==> config.mk <==
export PLATFORM = sky130hd
export DESIGN_NAME = spark_pwm_multi
export DESIGN_NICKNAME = d
export VERILOG_FILES = /design/src/rtl/spark_pwm_pkg.sv /design/src/rtl/spark_pwm_chan.sv /design/src/rtl/spark_pwm_multi.sv
export SDC_FILE = /design/constraint.sdc
export NUM_CORES = 1
export LEC_CHECK = 0
export CAP_MARGIN = 5
export CORE_MARGIN = 2
export CORE_UTILIZATION = 50
export CTS_CLUSTER_SIZE = 28
export DETAILED_ROUTE_END_ITERATION = 8
export GPL_ROUTABILITY_DRIVEN = 0
export PLACE_DENSITY = 0.67
export SLEW_MARGIN = 20
export SYNTH_ARGS = -nofsm -noshare
export SYNTH_HDL_FRONTEND = slang
export SYNTH_SLANG_ARGS = --single-unit
==> constraint.sdc <==
create_clock -name clock -period 7.2 [get_ports clock]
set_input_delay 1.44 -clock clock [delete_from_list [all_inputs] [get_ports clock]]
set_output_delay 1.44 -clock clock [all_outputs]
set_load 0.005 [all_outputs]
==> src/rtl/spark_pwm_pkg.sv <==
// Shared SparkMax PWM timing defaults and the high-time clamp used by every channel.
package spark_pwm_pkg;

    localparam int SPK_PERIOD   = 4096;
    localparam int SPK_CENTER   = 633;
    localparam int SPK_MIN_HIGH = 378;
    localparam int SPK_MAX_HIGH = 888;

    function automatic int clamp_high(input int raw, input int lo, input int hi);
        if (raw < lo) return lo;
        if (raw > hi) return hi;
        return raw;
    endfunction

endpackage

==> src/rtl/spark_pwm_chan.sv <==
// One SparkMax PWM channel: request capture, clamp, per-frame ramp, done/busy handshake
// and the registered pulse output compared against the shared frame counter.
module spark_pwm_chan
    import spark_pwm_pkg::*;
#(
    parameter int CNT_W     = 12,
    parameter int RATIO_W   = 8,
    parameter int CENTER    = SPK_CENTER,
    parameter int MIN_HIGH  = SPK_MIN_HIGH,
    parameter int MAX_HIGH  = SPK_MAX_HIGH,
    parameter int RAMP_STEP = 8
) (
    input  logic               clock,
    input  logic               reset_n,
    input  logic               i_wrap,
    input  logic [CNT_W-1:0]   i_cnt,
    input  logic               i_enable,
    input  logic [RATIO_W-1:0] i_ratio,
    input  logic               i_dir,
    input  logic               i_update,
    output logic               o_done,
    output logic               o_busy,
    output logic               o_sig
);

    localparam logic [CNT_W-1:0] CTR = CNT_W'(CENTER);

    logic [CNT_W-1:0] r_cur, r_tgt, r_req;
    logic             r_act, r_pend, r_busy, r_done, r_sig;
    logic [CNT_W-1:0] w_clamped, w_req_n, w_tgt_n, w_cur_n;
    logic             w_pend_n;
    int               w_raw, w_diff;

    // A request arriving on the boundary cycle is folded into this boundary's target.
    always_comb begin
        w_raw     = i_dir ? CENTER + int'(i_ratio) : CENTER - int'(i_ratio);
        w_clamped = CNT_W'(clamp_high(w_raw, MIN_HIGH, MAX_HIGH));
        w_req_n   = i_update ? w_clamped : r_req;
        w_pend_n  = i_update | r_pend;
        w_tgt_n   = w_pend_n ? w_req_n : r_tgt;
        w_diff    = int'(w_tgt_n) - int'(r_cur);
        if (RAMP_STEP == 0 || (w_diff <= RAMP_STEP && w_diff >= -RAMP_STEP))
            w_cur_n = w_tgt_n;
        else if (w_diff > 0)
            w_cur_n = r_cur + CNT_W'(RAMP_STEP);
        else
            w_cur_n = r_cur - CNT_W'(RAMP_STEP);
    end

    always_ff @(posedge clock or negedge reset_n) begin
        if (!reset_n) begin
            r_cur  <= CTR;
            r_tgt  <= CTR;
            r_req  <= CTR;
            r_act  <= 1'b0;
            r_pend <= 1'b0;
            r_busy <= 1'b0;
            r_done <= 1'b0;
            r_sig  <= 1'b0;
        end else begin
            r_done <= 1'b0;
            r_sig  <= r_act && (i_cnt < r_cur);
            if (i_wrap) begin
                r_act  <= i_enable;
                r_pend <= 1'b0;
                r_req  <= w_req_n;
                if (i_enable) begin
                    r_tgt <= w_tgt_n;
                    r_cur <= w_cur_n;
                    if ((r_busy | i_update) && (w_cur_n == w_tgt_n)) begin
                        r_done <= 1'b1;
                        r_busy <= 1'b0;
                    end else begin
                        r_busy <= r_busy | i_update;
                    end
                end else begin
                    // Disabled channels park at neutral and drop any outstanding request.
                    r_tgt  <= CTR;
                    r_cur  <= CTR;
                    r_busy <= 1'b0;
                end
            end else if (i_update) begin
                r_req  <= w_clamped;
                r_pend <= 1'b1;
                r_busy <= 1'b1;
            end
        end
    end

    assign o_done = r_done;
    assign o_busy = r_busy;
    assign o_sig  = r_sig;

endmodule

==> src/rtl/spark_pwm_multi.sv <==
// NUM_CH SparkMax PWM channels sharing one frame counter so all pulses start together.
module spark_pwm_multi
    import spark_pwm_pkg::*;
#(
    parameter int NUM_CH    = 4,
    parameter int CNT_W     = 12,
    parameter int PERIOD    = SPK_PERIOD,
    parameter int RATIO_W   = 8,
    parameter int CENTER    = SPK_CENTER,
    parameter int MIN_HIGH  = SPK_MIN_HIGH,
    parameter int MAX_HIGH  = SPK_MAX_HIGH,
    parameter int RAMP_STEP = 8
) (
    input  logic                      clock,
    input  logic                      reset_n,
    input  logic [NUM_CH-1:0]         pwm_enable,
    input  logic [NUM_CH*RATIO_W-1:0] pwm_ratio,
    input  logic [NUM_CH-1:0]         pwm_direction,
    input  logic [NUM_CH-1:0]         pwm_update,
    output logic [NUM_CH-1:0]         pwm_done,
    output logic [NUM_CH-1:0]         pwm_busy,
    output logic [NUM_CH-1:0]         pwm_signal,
    output logic                      frame_start
);

    logic [CNT_W-1:0] r_cnt;
    logic             r_fs;
    logic             w_wrap;

    assign w_wrap = (r_cnt == CNT_W'(PERIOD - 1));

    // frame_start is registered from the wrap so it is high exactly while the counter is 0.
    always_ff @(posedge clock or negedge reset_n) begin
        if (!reset_n) begin
            r_cnt <= '0;
            r_fs  <= 1'b0;
        end else begin
            r_cnt <= w_wrap ? '0 : r_cnt + 1'b1;
            r_fs  <= w_wrap;
        end
    end

    assign frame_start = r_fs;

    for (genvar g = 0; g < NUM_CH; g++) begin : g_ch
        spark_pwm_chan #(
            .CNT_W    (CNT_W),
            .RATIO_W  (RATIO_W),
            .CENTER   (CENTER),
            .MIN_HIGH (MIN_HIGH),
            .MAX_HIGH (MAX_HIGH),
            .RAMP_STEP(RAMP_STEP)
        ) u_chan (
            .clock   (clock),
            .reset_n (reset_n),
            .i_wrap  (w_wrap),
            .i_cnt   (r_cnt),
            .i_enable(pwm_enable[g]),
            .i_ratio (pwm_ratio[g*RATIO_W +: RATIO_W]),
            .i_dir   (pwm_direction[g]),
            .i_update(pwm_update[g]),
            .o_done  (pwm_done[g]),
            .o_busy  (pwm_busy[g]),
            .o_sig   (pwm_signal[g])
        );
    end

endmodule

## Word level (Yosys, flattened, before mapping)

Index checks and enable logic that the tools add are counted.

| storage, ports and cells | value |
|---|---|
| logic and storage cells | 197 |
| output and inout bits | 13 |
| flip-flop bits (word level) | 177 |
| input bits | 46 |

| operators by class | value |
|---|---|
| equality and inequality tests | 5 |
| $lt $le $gt $ge | 24 |
| reduce and logical (&&, ||, !) cells | 16 |
| add/subtract/negate cells | 21 |
| muxes and demuxes | 89 |
| bitwise gates (word level) | 8 |

Operators with widths:

| kind | count |
|---|---|
| $mux 12 | 33 |
| $ge 32x4->1 const B | 4 |
| $gt 32x1->1 const B | 4 |
| $gt 32x11->1 const B | 4 |
| $le 32x5->1 const B | 4 |
| $lt 32x10->1 const B | 4 |
| $mux 32 | 4 |
| $sub 12x12->13 | 4 |
| $add 12x4->12 const B | 4 |
| $eq 12x12->1 | 4 |
| $lt 12x12->1 | 4 |
| $sub 12x4->12 const B | 4 |
| $add 10x8->11 const A | 4 |
| $mux 1 | 44 |
| $sub 10x8->11 const A | 4 |
| $mux 10 | 4 |
| $mux 9 | 4 |
| $add 12x1->12 const B | 1 |
| $eq 12x12->1 const B | 1 |
| $logic_and 1x1->1 | 12 |
| $or 1x1->1 | 8 |
| $reduce_bool 2->1 | 4 |

## Longest topological paths before layout

Gate-level depths: netlist of the first run.

| logic depth | value |
|---|---|
| depth after elaboration | 18 |
| depth in mapped cells | 34 |
| depth with buffers taken out | 31 |

## Hierarchy

Synthesis of the first run repeated with hierarchy kept, for this count alone.

| second synthesis, totals | value |
|---|---|
| cell total of the unflattened synthesis | 1,948 |
| area, all modules | 16,574.6 µm² |

By module, submodules not included:

| module | sequential area each (µm²) | area each (µm²) | instances | cells an instance |
|---|---|---|---|---|
| spark_pwm_chan | 1,048.5 | 3,991.3 | 4 | 474 |
| spark_pwm_multi | 325.3 | 609.3 | 1 | 52 |

## Least setup slack after synthesis of the first run

Ideal clock, no wire load.

| path | value |
|---|---|
| path kind | input -> register |
| from | input pwm_ratio[8] |
| to | register g_ch[1].u_chan.r_done |
| library setup time | 86 ps |
| required time | 7,114 ps |
| stages | 31 |
| buffers on the path | 1 |
| setup slack | -1,186 ps |
| arrival | 8,300 ps |
| cells stage by stage | ha_1 > a2111o_1 > a2bb2oi_2 > xor2_1 > a41oi_1 > nand3b_2 > nand3_1 > o2bb2ai_1 > mux2i_1 > ha_1 > inv_1 > fa_1 > a21o_1 > a31o_2 > a21o_1 > xor2_1 > a2111oi_0 > and3_1 > a21o_1 > ha_1 > and3_1 > or3_1 > and2_1 > clkbuf_1 > xor2_1 > a21oi_1 > nor4_1 > nor4b_1 > nand4_1 > o21ba_1 > nor3_1 |

| between the ends | value |
|---|---|
| cells in the longest elaborated chain, start to end | 18 |
| elaborated cells between the ends (all ways) | 26 |
| those cells by class | add/sub: 3; order compare: 5; eq/ne: 1; mux: 15; reduce/logical: 2 |

RTL lines:

| element | RTL line | RTL |
|---|---|---|
| start, declared | spark_pwm_multi.sv:17 | `input logic [NUM_CH*RATIO_W-1:0] pwm_ratio,` |
| $sub 10x8->11 or $add 10x8->11 (tied branches) | spark_pwm_chan.sv:36 | `w_raw = i_dir ? CENTER + int'(i_ratio) : CENTER - int'(i_ratio);` |
| $mux 32 * | spark_pwm_chan.sv:36 |  |
| $gt 32x11->1 | spark_pwm_pkg.sv:11 | `if (raw > hi) return hi;` |
| $mux 1 (2 in a row) | spark_pwm_pkg.sv:11 |  |
| $mux 12 | spark_pwm_pkg.sv:12 | `return raw;` |
| $mux 12 * | spark_pwm_pkg.sv:11 |  |
| $mux 12 * | -- |  |
| named net g_ch[1].u_chan.w_req_n[0] | spark_pwm_chan.sv:30 | `logic [CNT_W-1:0] w_clamped, w_req_n, w_tgt_n, w_cur_n;` |
| [... 2 more ...] | -- |  |
| $gt 32x1->1, or another cell as far along | spark_pwm_chan.sv:44 | `else if (w_diff > 0)` |
| $mux 12 or $logic_and 1x1->1 (tied branches) | spark_pwm_chan.sv:44, spark_pwm_chan.sv:42 |  |
| $mux 12 | spark_pwm_chan.sv:42 | `if (RAMP_STEP == 0 \|\| (w_diff <= RAMP_STEP && w_diff >= -RAMP_STEP))` |
| $eq 12x12->1 * | spark_pwm_chan.sv:70 | `if ((r_busy \| i_update) && (w_cur_n == w_tgt_n)) begin` |
| $logic_and 1x1->1 * | spark_pwm_chan.sv:70 |  |
| $mux 1 * | spark_pwm_chan.sv:70 |  |
| $mux 1 * | spark_pwm_chan.sv:67 | `if (i_enable) begin` |
| $mux 1 * | spark_pwm_chan.sv:63 | `if (i_wrap) begin` |
| end signal, assigned | spark_pwm_chan.sv:58 | `r_done <= 1'b0;` |
| end signal, assigned | spark_pwm_chan.sv:61 | `r_done <= 1'b0;` |
| end signal, assigned | spark_pwm_chan.sv:71 | `r_done <= 1'b1;` |
| end, declared | spark_pwm_chan.sv:29 | `logic r_act, r_pend, r_busy, r_done, r_sig;` |

The timed path passes the listed nets; every way through them passes the cells marked *. The select of a mux whose other input is x is not followed.
A chain may end at the register's enable or synchronous reset.

## Worst setup path after layout of the first run

| path | value |
|---|---|
| from | input pwm_ratio[24] |
| to | register g_ch[3].u_chan.r_busy |

| between the ends | value |
|---|---|
| cells in the longest elaborated chain, start to end | 18 |
| elaborated cells between the ends (all ways) | 26 |
| those cells by class | add/sub: 3; order compare: 5; eq/ne: 1; mux: 15; reduce/logical: 2 |

RTL lines:

| element | RTL line | RTL |
|---|---|---|
| $sub 10x8->11 or $add 10x8->11 (tied branches) | spark_pwm_chan.sv:36 |  |
| $mux 32 * | spark_pwm_chan.sv:36 |  |
| $gt 32x11->1 or $lt 32x10->1 (tied branches) | spark_pwm_pkg.sv:11, spark_pwm_pkg.sv:10 |  |
| $mux 1 or $mux 9 (tied branches) | spark_pwm_pkg.sv:11, spark_pwm_pkg.sv:10 |  |
| $mux 1 or $mux 10 (tied branches) | spark_pwm_pkg.sv:11 |  |
| $mux 12 | spark_pwm_pkg.sv:12 |  |
| $mux 12 * | spark_pwm_pkg.sv:11 |  |
| $mux 12 * | spark_pwm_chan.sv:38 | `w_req_n = i_update ? w_clamped : r_req;` |
| [... 2 more ...] | -- |  |
| $gt 32x1->1, or another cell as far along | spark_pwm_chan.sv:44 |  |
| $mux 12 or $logic_and 1x1->1 (tied branches) | spark_pwm_chan.sv:44, spark_pwm_chan.sv:42 |  |
| $mux 12 | spark_pwm_chan.sv:42 |  |
| $eq 12x12->1 * | spark_pwm_chan.sv:70 |  |
| $logic_and 1x1->1 * | spark_pwm_chan.sv:70 |  |
| $mux 1 * | spark_pwm_chan.sv:70 |  |
| $mux 1 * | spark_pwm_chan.sv:67 |  |
| $mux 1 * | spark_pwm_chan.sv:63 |  |
| end signal, assigned | spark_pwm_chan.sv:74 | `r_busy <= r_busy \| i_update;` |
| end, declared | spark_pwm_chan.sv:29 |  |

Every way passes the cells marked *; elsewhere a longest branch is shown, timed or not. The select of a mux whose other input is x is not followed.

==> results of run 1 <==
[where the power goes]
group | switching (W) | internal, W
registers | 0.0000281 | 0.00105
logic | 0.000583 | 0.000621
clock network | 0.000452 | 0.000491
total | 0.00106 | 0.00216
[sequential cells by signal, indices dropped and copies added, names as in the netlist]
| name | flops |
|---|---|
| r_cnt | 12 |
| g_ch.u_chan.o_busy | 4 |
| g_ch.u_chan.r_act | 4 |
| g_ch.u_chan.o_done | 4 |
| g_ch.u_chan.r_cur | 48 |
| frame_start | 1 |
| g_ch.u_chan.o_sig | 4 |
| g_ch.u_chan.r_req | 48 |
| g_ch.u_chan.r_pend | 4 |
| g_ch.u_chan.r_tgt | 48 |
[routing by layer]
metal / vias to the layer above / track usage (%) / share of wire (%)
met4: 0 / 16.5 / 4.9
li1: 8374 / - / -
met5: - / 0 / 0
met2: 1078 / 57.0 / 47
met1: 8964 / 44.6 / 40
met3: 298 / 6.19 / 8.4
[critical path, delay by kind of cell]
| kind | cells | cell delay [ns] |
|---|---|---|
| AOI/OAI and AO/OA | 14 | 3.39 |
| buffers and inverters | 7 | 0.79 |
| and+or+nand+nor | 6 | 1.52 |
| adders and majority gates | 3 | 0.51 |
| xor gates and xnor gates | 2 | 0.43 |
[stage by stage]
stage                     std cells  hold WS (ns)
after floorplan                1948         0.438
after global placement         2802         0.449
after detailed placement       2802         0.455
after CTS                      2973         0.471
after global routing           3002         0.488
final                          3002         0.469
[cell usage after synthesis (14+ instances only)]
cell type / number
a31oi_1: 35
and3_1: 21
o21ai_0: 96
nor2b_1: 35
ha_1: 138
inv_1: 127
buf_2: 17
a22o_1: 22
nor3_1: 29
o22a_1: 22
o21a_1: 25
xor2_1: 49
nand2b_1: 14
a22oi_1: 18
mux2i_1: 55
xnor2_1: 63
a21o_1: 46
nand4_1: 19
nor2_1: 179
nand3_1: 52
a21oi_1: 142
o22ai_1: 23
dfrtp_1: 105
nor4_1: 18
nand2_1: 135
a211oi_1: 24
dfstp_2: 72
clkbuf_1: 53
[final cells by class]
class	count	share of cell area, %
timing repair buffer	674	22.2
multi-input combinational	1543	52.3
clock inverter	14	0.528
tap	442	2.29
sequential	177	18.7
clock buffer	18	1.82
inverter	134	2.13
[worst min-delay path by stage]
stage | from | depth (start not counted) | slack [ns] | end
floorplan | g_ch[0].u_chan.r_tgt[10]$_DFFE_PN0P_ | 2 | 0.44 | g_ch[0].u_chan.r_tgt[10]$_DFFE_PN0P_
global placement | g_ch[2].u_chan.r_tgt[11]$_DFFE_PN0P_ | 2 | 0.45 | g_ch[2].u_chan.r_tgt[11]$_DFFE_PN0P_
detailed placement | g_ch[2].u_chan.r_tgt[10]$_DFFE_PN0P_ | 2 | 0.46 | g_ch[2].u_chan.r_tgt[10]$_DFFE_PN0P_
CTS | g_ch[0].u_chan.r_tgt[11]$_DFFE_PN0P_ | 2 | 0.47 | g_ch[0].u_chan.r_tgt[11]$_DFFE_PN0P_
global route | g_ch[0].u_chan.r_tgt[11]$_DFFE_PN0P_ | 2 | 0.49 | g_ch[0].u_chan.r_tgt[11]$_DFFE_PN0P_
finish | g_ch[0].u_chan.r_tgt[11]$_DFFE_PN0P_ | 2 | 0.47 | g_ch[0].u_chan.r_tgt[11]$_DFFE_PN0P_
[repair_timing]
action | CTS | global route
buffers inserted | 139 | 36
gates resized for setup | 267 | 115
endpoints found under the setup margin | 15 | 13
gates cloned | 2 | 0
pin swaps | 143 | 104
[kinds of logic after synthesis]
| group | synth area share (%) |
|---|---|
| buffers and inverters | 5.75 |
| DFF | 27.5 |
| and+or+nand+nor | 18.2 |
| AOI/OAI and AO/OA | 26.1 |
| muxes | 4.52 |
| adders and majority gates | 11.5 |
| xor gates and xnor gates | 6.39 |
[cells in the final DEF (no fill, tap or decap), types with 14 or more instances in the layout]
cell	count
buf_4	583
nor2_1	172
nand2_1	132
a21oi_1	116
inv_1	111
dfrtp_1	105
ha_1	104
o21ai_0	78
dfstp_2	72
xnor2_1	53
mux2i_1	51
nand3_1	44
a21o_1	44
xor2_1	42
buf_6	34
a31oi_1	32
nor2b_1	31
ha_4	31
o21a_1	25
nor3_1	23
clkdlybuf4s50_1	23
a21oi_2	22
o22a_1	22
a22o_1	22
o22ai_1	20
nand4_1	19
a211oi_1	17
clkbuf_16	17
o21ai_1	16
a22oi_1	16
inv_2	15
and3_1	14
==> metrics.cfg, run 1 <==
[setup_path]
crit_path_end_kind = register
r2r-start = g_ch[3].u_chan.r_pend$_DFFE_PN0P_
slowest_stage = a2111oi_4
slowest_delay_ns = 0.45
critPathKind = in -> reg
worstPathMaxFanout = 3
r2r-end = g_ch[3].u_chan.o_busy$_DFFE_PN0P_
arrival_ns = 8.10
start_kind = input port
cp-startpoint = pwm_ratio[24]
cp-endpoint = g_ch[3].u_chan.o_busy$_DFFE_PN0P_
required_ns = 7.55
reg2reg_depth = 26
rrSetupSlack_ns = 0.74

[global_route]
antenna_found_initial = 0
grt_use_total_pct = 34.8
grt_pass1_vias = 18400
grt_pass1_wl_mm = 95.4
grt_start_max_net_pins = 66
grt-ovfl-total = 0

[floorplanning]
rows = 66
fp.coreArea_mm2 = 0.0325
pin_count = 59
fp.dieW_um = 185
start_util_pct = 50.6
die_h_um = 185
die-area_mm2 = 0.0343

[layout]
n_fill_cell = 2253
multiInputGateArea_mm2 = 0.0126
areaGrowthSynthToFinish_pct = 47.2
diodes = 0
drive_gt1_share_pct = 40.0
fin_util_pct = 74.5
seq_area_mm2 = 0.00452
fin_area_mm2 = 0.0242
nets = 2739

[job]
max_cap_viol_count = 0

[outcome]
violations = setup timing
status = finished, violations left

[sta]
setup_violations = 9
hold_viol = 0
tightest_slew_ns = 1.07
fin_worst_skew_ns = 0.0137
fin_ws_ns = -0.552
period_needed_ns = 7.75
fmax_ghz = 0.129
slew_headroom_pct = 28.6
fin_tns_setup_ns = -2.13
drv_slew = 0
rsz0062_at_grt = true
finalCritPeriodShare_pct = 108

[clock_network]
h-tree-depth = 4
cts_tree = done
cts_buffers = 17
ctsHoldBuffers = 0
path_clk_slew_ns = 0.07
cts_buffer_depth = 2
clock-sinks = 177
clk_latency_ns = 0.46
root_buffer = clkbuf_16

[synthesis]
synth_top_area_share_pct = 16.0
avgSynthCellArea_um2 = 8.43
synth_enable_flop_cells = 0
seq_area_frac_synth_pct = 27.5
yosys.area.top_type = dfrtp_1
post_synth_instance_area_mm2 = 0.0164
synth_cell_types = 104
syn_inst = 1948
synth_area_leaders = dfrtp_1 16%, dfstp_2 12%, ha_1 11%, a21oi_1 4.3%, nor2_1 4.1%
synth_nets = 2140
synth_ff_type = dfrtp_1
async_reset_ff_share_pct = 100
yosysWarnings = 0
synth_seq_cells = 177

[detailed_routing]
ant_nets = 0
viasPerCell = 6.23
drt-pass1-iter-count = 8
drcViolationCount = 0
drtIter0Drc = 1848
via_count = 18700
routedWlPerCell_um = 20.6
wirelength_mm = 61.7

[placed_design]
io_buffers = 58
dp_worst_setup_slack_ns = -1.40
hpwl_mm = 38.9
placed_cell_area_mm2 = 0.0210

[power_and_ir_drop]
vdd_ir_drop_max_mv = 0.165
power.leakage_nw = 11.2
powerDensity_mw_per_mm2 = 134
power_w = 0.00323

[min_path]
hold_path_class = reg -> reg

(Power assumes the default switching activity.)
==> inputs of run 2 (changes only) <==
- CTS_CLUSTER_SIZE: 28 -> 8
- SKIP_CTS_REPAIR_TIMING: unset -> 1
==> metrics.cfg, run 2 (synthesis results as in run 1) <==
[global_route]
grt_start_max_net_pins = 66  ; unchanged
grt_pass1_vias = 16800  ; -8.9%
grt-ovfl-total = 0  ; unchanged
grt_pass1_wl_mm = 83.5  ; -13%
grt_use_total_pct = 30.0  ; -4.8 points
antenna_found_initial = 0  ; unchanged

[layout]
top_regs = g_ch.u_chan.r_cur (48), g_ch.u_chan.r_req (48), g_ch.u_chan.r_tgt (48)
final_common_cell = buf_4
areaGrowthSynthToFinish_pct = 41.0
n_fill_cell = 2445  ; +8.5%
diodes = 0  ; unchanged
drive_gt1_share_pct = 36.4  ; -3.6 points
mostFrequentLayoutCells = 480 x buf_4, 173 x nor2_1, 132 x nand2_1
nets = 2625  ; -4.2%
fin_util_pct = 71.3  ; -3.1 points

[detailed_routing]
drt-pass1-iter-count = 7  ; -1
ant_nets = 0  ; unchanged
via_count = 17300  ; -7.4%
dr_wl_met3_mm = 3.11  ; -40%
routedWlPerCell_um = 18.6  ; -9.4%
wl_met2_mm = 25.9  ; -10%
drtIter0Drc = 1367  ; -26%
met1_length_mm = 23.2  ; -5.9%
drcViolationCount = 0  ; unchanged
maxUsedRoutingLayer = met4
viasPerCell = 6.00  ; -3.8%
wirelength_mm = 53.8  ; -13%

[clock_network]
h-tree-depth = 4  ; unchanged
clk_latency_ns = 0.46  ; about the same
cts_tree = done
cts_buffers = 17  ; unchanged
clock-sinks = 177  ; unchanged
cts_buffer_depth = 2  ; unchanged
root_buffer = clkbuf_16
path_clk_slew_ns = 0.07  ; about the same

[floorplanning]
fp.dieW_um = 185  ; unchanged
fp.coreArea_mm2 = 0.0325  ; unchanged
die_h_um = 185  ; unchanged
pin_count = 59  ; unchanged
rows = 66  ; unchanged
start_util_pct = 50.6  ; unchanged
die-area_mm2 = 0.0343  ; unchanged

[placed_design]
hpwl_mm = 38.9  ; unchanged
dp_worst_setup_slack_ns = -1.40  ; unchanged
io_buffers = 58  ; unchanged

[sta]
fin_worst_skew_ns = 0.0126  ; -0.00115 ns
finalCritPeriodShare_pct = 107  ; -0.32 points
rsz0062_at_grt = true
tightest_slew_ns = 1.08  ; +0.0150 ns
period_needed_ns = 7.73  ; -0.0230 ns
fmax_ghz = 0.129  ; +0.30%
slew_headroom_pct = 27.6  ; -1.0 points
hold_viol = 0  ; unchanged
fin_ws_ns = -0.529  ; +0.0230 ns
drv_slew = 0  ; unchanged
setup_violations = 8  ; -1
fin_tns_setup_ns = -2.61  ; -0.486 ns

[power_and_ir_drop]
power_w = 0.00305  ; -5.4%
power.leakage_nw = 10.7  ; -4.4%
vdd_ir_drop_max_mv = 0.165  ; +0.25%
powerDensity_mw_per_mm2 = 132  ; -1.2%

[setup_path]
start_kind = input port
slowest_delay_ns = 0.40  ; -0.05 ns
worstPathMaxFanout = 6  ; +3
required_ns = 7.53  ; -0.02 ns
critPathKind = in -> reg
arrival_ns = 8.06  ; -0.04 ns
crit_top_cell = a211o_1
slowest_stage = a2111oi_2
crit_path_end_kind = register

[outcome]
violations = setup timing
status = finished, violations left

[job]
max_cap_viol_count = 0  ; unchanged

[min_path]
hold_path_class = reg -> reg

==> run 2: worst paths after layout <==
check	from	to	slack, ns	cells after the start
max in group asynchronous	reset_n	g_ch[2].u_chan.r_cur[8]$_DFFE_PN0P_	4.92	2
min reg2reg	g_ch[0].u_chan.r_tgt[11]$_DFFE_PN0P_	g_ch[0].u_chan.r_tgt[11]$_DFFE_PN0P_	0.47	2
max	pwm_ratio[2]	g_ch[0].u_chan.o_done$_DFF_PN0_	-0.53	31
min in group asynchronous	reset_n	g_ch[2].u_chan.r_req[2]$_DFF_PN0_	0.96	1
max reg2reg	g_ch[3].u_chan.r_pend$_DFFE_PN0P_	g_ch[3].u_chan.o_busy$_DFFE_PN0P_	0.80	26
min	g_ch[0].u_chan.r_tgt[11]$_DFFE_PN0P_	g_ch[0].u_chan.r_tgt[11]$_DFFE_PN0P_	0.47	2
==> run 2: routing by layer <==
metal  GRT usage [%]  vias up
met1            40.0     8396
met2            50.0      644
met4            10.7        0
li1                -     8134
met5               0        -
met3            4.15      152
==> run 2: cell type report <==
| class | instances | area, µm² | area share [%] |
|---|---|---|---|
| flip-flops and latches | 177 | 4520 | 19.5 |
| inverters | 134 | 519 | 2.24 |
| multi-input cells | 1542 | 12500 | 53.8 |
| well taps | 442 | 553 | 2.39 |
| clock inverters | 14 | 128 | 0.551 |
| repair buffers | 561 | 4540 | 19.6 |
| clock buffers | 18 | 439 | 1.90 |
==> run 2: critical path: cells and delay by family <==
family / cells / cell delay, ns
xor gates and xnor gates: 2 / 0.40
muxes: 2 / 0.38
adders and majority gates: 3 / 0.82
and+or+nand+nor: 5 / 0.80
AOI/OAI and AO/OA: 15 / 3.78
buffers and inverters: 4 / 0.45
==> run 2: power by group <==
| part | total [W] | switching (W) | leakage (nW) | internal, W |
|---|---|---|---|---|
| Combinational | 0.00103 | 0.000514 | 8.57 | 0.000519 |
| Sequential | 0.00108 | 0.0000269 | 1.90 | 0.00105 |
| Clock | 0.000941 | 0.000450 | 0.276 | 0.000491 |
==> run 2: metrics by stage <==
stage                     hold slack, ns  cells  instance area [µm²]
after global placement             0.449   2802                21000
after floorplan                    0.438   1948                17000
after CTS                          0.471   2834                21600
after detailed placement           0.455   2802                21000
final                              0.469   2888                23100
after global routing               0.488   2888                23100
==> inputs of run 3 (changes only) <==
- CORE_ASPECT_RATIO: unset -> 2
==> metrics.cfg, run 3 (synthesis results as in run 1) <==
[outcome]
status = finished, violations left
violations = setup timing

[floorplanning]
rows = 93  ; +41%
die-area_mm2 = 0.0344  ; +0.26%
fp.coreArea_mm2 = 0.0322  ; -0.68%
pin_count = 59  ; unchanged
die_h_um = 260  ; +41%
start_util_pct = 50.9  ; +0.35 points
fp.dieW_um = 132  ; -29%

[sta]
slew_headroom_pct = 35.5  ; +7.9 points
tightest_slew_ns = 0.962  ; -0.120 ns
fmax_ghz = 0.130  ; +0.17%
setup_violations = 8  ; unchanged
fin_ws_ns = -0.515  ; +0.0134 ns
period_needed_ns = 7.72  ; -0.0134 ns
fin_worst_skew_ns = 0.0127  ; +0.0000619 ns
rsz0062_at_grt = true
finalCritPeriodShare_pct = 107  ; -0.19 points
hold_viol = 0  ; unchanged
drv_slew = 0  ; unchanged

[placed_design]
io_buffers = 58  ; unchanged
placed_cell_area_mm2 = 0.0211  ; +0.42%
hpwl_mm = 43.1  ; +11%
post-place-cells = 2803  ; +0.036%

[clock_network]
cts_buffers = 17  ; unchanged
h-tree-depth = 4  ; unchanged
clk_latency_ns = 0.47  ; about the same
root_buffer = clkbuf_16
clock-sinks = 177  ; unchanged
path_clk_slew_ns = 0.07  ; about the same
cts_buffer_depth = 2  ; unchanged
cts_tree = done

[layout]
top_regs = g_ch.u_chan.r_cur (48), g_ch.u_chan.r_req (48), g_ch.u_chan.r_tgt (48)
seq_area_mm2 = 0.00452  ; unchanged
n_fill_cell = 2381  ; -2.6%
fin_area_mm2 = 0.0234  ; +1.1%
nets = 2649  ; +0.91%
fin_cells = 2897  ; +0.31%
areaGrowthSynthToFinish_pct = 42.6
fin_util_pct = 72.6  ; +1.3 points
diodes = 0  ; unchanged
mostFrequentLayoutCells = 509 x buf_4, 171 x nor2_1, 131 x nand2_1
multiInputGateArea_mm2 = 0.0126  ; +0.82%
final_common_cell = buf_4
drive_gt1_share_pct = 37.1  ; +0.70 points

[job]
max_cap_viol_count = 0  ; unchanged

[detailed_routing]
viasPerCell = 6.16  ; +2.7%
routedWlPerCell_um = 20.1  ; +8.1%
ant_nets = 0  ; unchanged
wirelength_mm = 58.3  ; +8.4%
drtIter0Drc = 917  ; -33%
via_count = 17800  ; +3.0%
drt-pass1-iter-count = 5  ; -2
drcViolationCount = 0  ; unchanged

[global_route]
grt_start_max_net_pins = 73  ; +11%
antenna_found_initial = 0  ; unchanged
grt-ovfl-total = 0  ; unchanged
grt_pass1_vias = 18200  ; +8.5%
grt_use_total_pct = 32.1  ; +2.1 points
grt_pass1_wl_mm = 88.5  ; +6.0%

[setup_path]
worst-path-buf-inv = 7  ; +3
crit_path_end_kind = register
arrival_ns = 8.07  ; about the same
start_kind = input port
rrSetupSlack_ns = 0.93  ; +0.13 ns
r2r-end = g_ch[0].u_chan.o_done$_DFF_PN0_
r2r-start = g_ch[0].u_chan.r_pend$_DFFE_PN0P_
reg2reg_depth = 25  ; -3.8%
critPathKind = in -> reg
crit_family = compound AO/OA/AOI/OAI gates
slowest_delay_ns = 0.39  ; about the same
crit_top_cell = buf_4
worstPathMaxFanout = 5  ; -1
required_ns = 7.55  ; +0.02 ns
slowest_stage = a2111oi_2

[min_path]
min_from = g_ch[3].u_chan.r_tgt[11]$_DFFE_PN0P_
worstHoldEndpoint = g_ch[3].u_chan.r_tgt[11]$_DFFE_PN0P_
hold_path_class = reg -> reg
holdPathStages = 2  ; unchanged

[power_and_ir_drop]
power_w = 0.00313  ; +2.6%
vdd_ir_drop_max_mv = 0.198  ; +20%
powerDensity_mw_per_mm2 = 134  ; +1.4%
power.leakage_nw = 10.9  ; +1.4%

run 3: changes by cell type in the layout (fill, tap and decap cells not counted), moves of 4 or more:
cell	change
ha_1	-6
xnor2_1	+4
inv_6	-5
clkbuf_1	+5
dlymetal6s2s_1	+4
buf_6	-5
xnor2_2	-4
ha_4	+6
buf_4	+29
nand3_2	-5
run 3: worst register-to-register path, delay by kind of cell (launching register included):
kind / cells / cell delay [ns]
fa+ha+maj: 2 / 0.59
simple gates: 6 / 1.14
xor+xnor: 1 / 0.15
flops: 1 / 0.38
compound gates: 12 / 3.26
buf+inv: 4 / 0.63
run 3: per-layer routing:
metal  routed length, µm  vias up  part of all wire (%)  global-route usage [%]
met5                   0        -                     0                       0
met4                5290        0                   9.1                    25.2
met3                2220      330                   3.8                    4.68
met2               31400      674                    54                    62.3
met1               19400     8664                    33                    29.4
li1                    -     8180                     -                       -
run 3: worst max path at each step:
stage | startpoint | end | slack [ns] | cells past startpoint
after floorplan | pwm_ratio[0] | g_ch[0].u_chan.o_done$_DFF_PN0_ | -0.60 | 29
after global placement | pwm_ratio[25] | g_ch[3].u_chan.o_busy$_DFFE_PN0P_ | -1.43 | 32
after detailed placement | pwm_ratio[25] | g_ch[3].u_chan.o_busy$_DFFE_PN0P_ | -1.59 | 32
after CTS | pwm_ratio[25] | g_ch[3].u_chan.o_busy$_DFFE_PN0P_ | -1.13 | 32
after global routing | pwm_ratio[2] | g_ch[0].u_chan.o_done$_DFF_PN0_ | -0.83 | 31
final | pwm_ratio[1] | g_ch[0].u_chan.o_done$_DFF_PN0_ | -0.52 | 35
run 3: metrics by stage:
step	TNS (ns)	hold WS (ns)	setup WS (ns)
floorplan	-2.28	0.438	-0.600
global placement	-19.32	0.449	-1.43
detailed placement	-24.09	0.456	-1.59
CTS	-10.26	0.472	-1.13
global route	-4.54	0.501	-0.834
finish	-2.56	0.468	-0.515
run 3: layout make-up:
class / count / share of cell area, %
clock buffer: 24 / 2.01
clock inverter: 8 / 0.556
inverter: 134 / 2.21
multi-input combinational: 1543 / 53.6
sequential: 177 / 19.3
tap: 427 / 2.28
timing repair buffer: 584 / 20.0
run 3: report_power, final:
part,total (W),switching (W),internal (W)
registers,0.00108,0.0000263,0.00105
clock network,0.000995,0.000428,0.000567
logic,0.00106,0.000532,0.000526
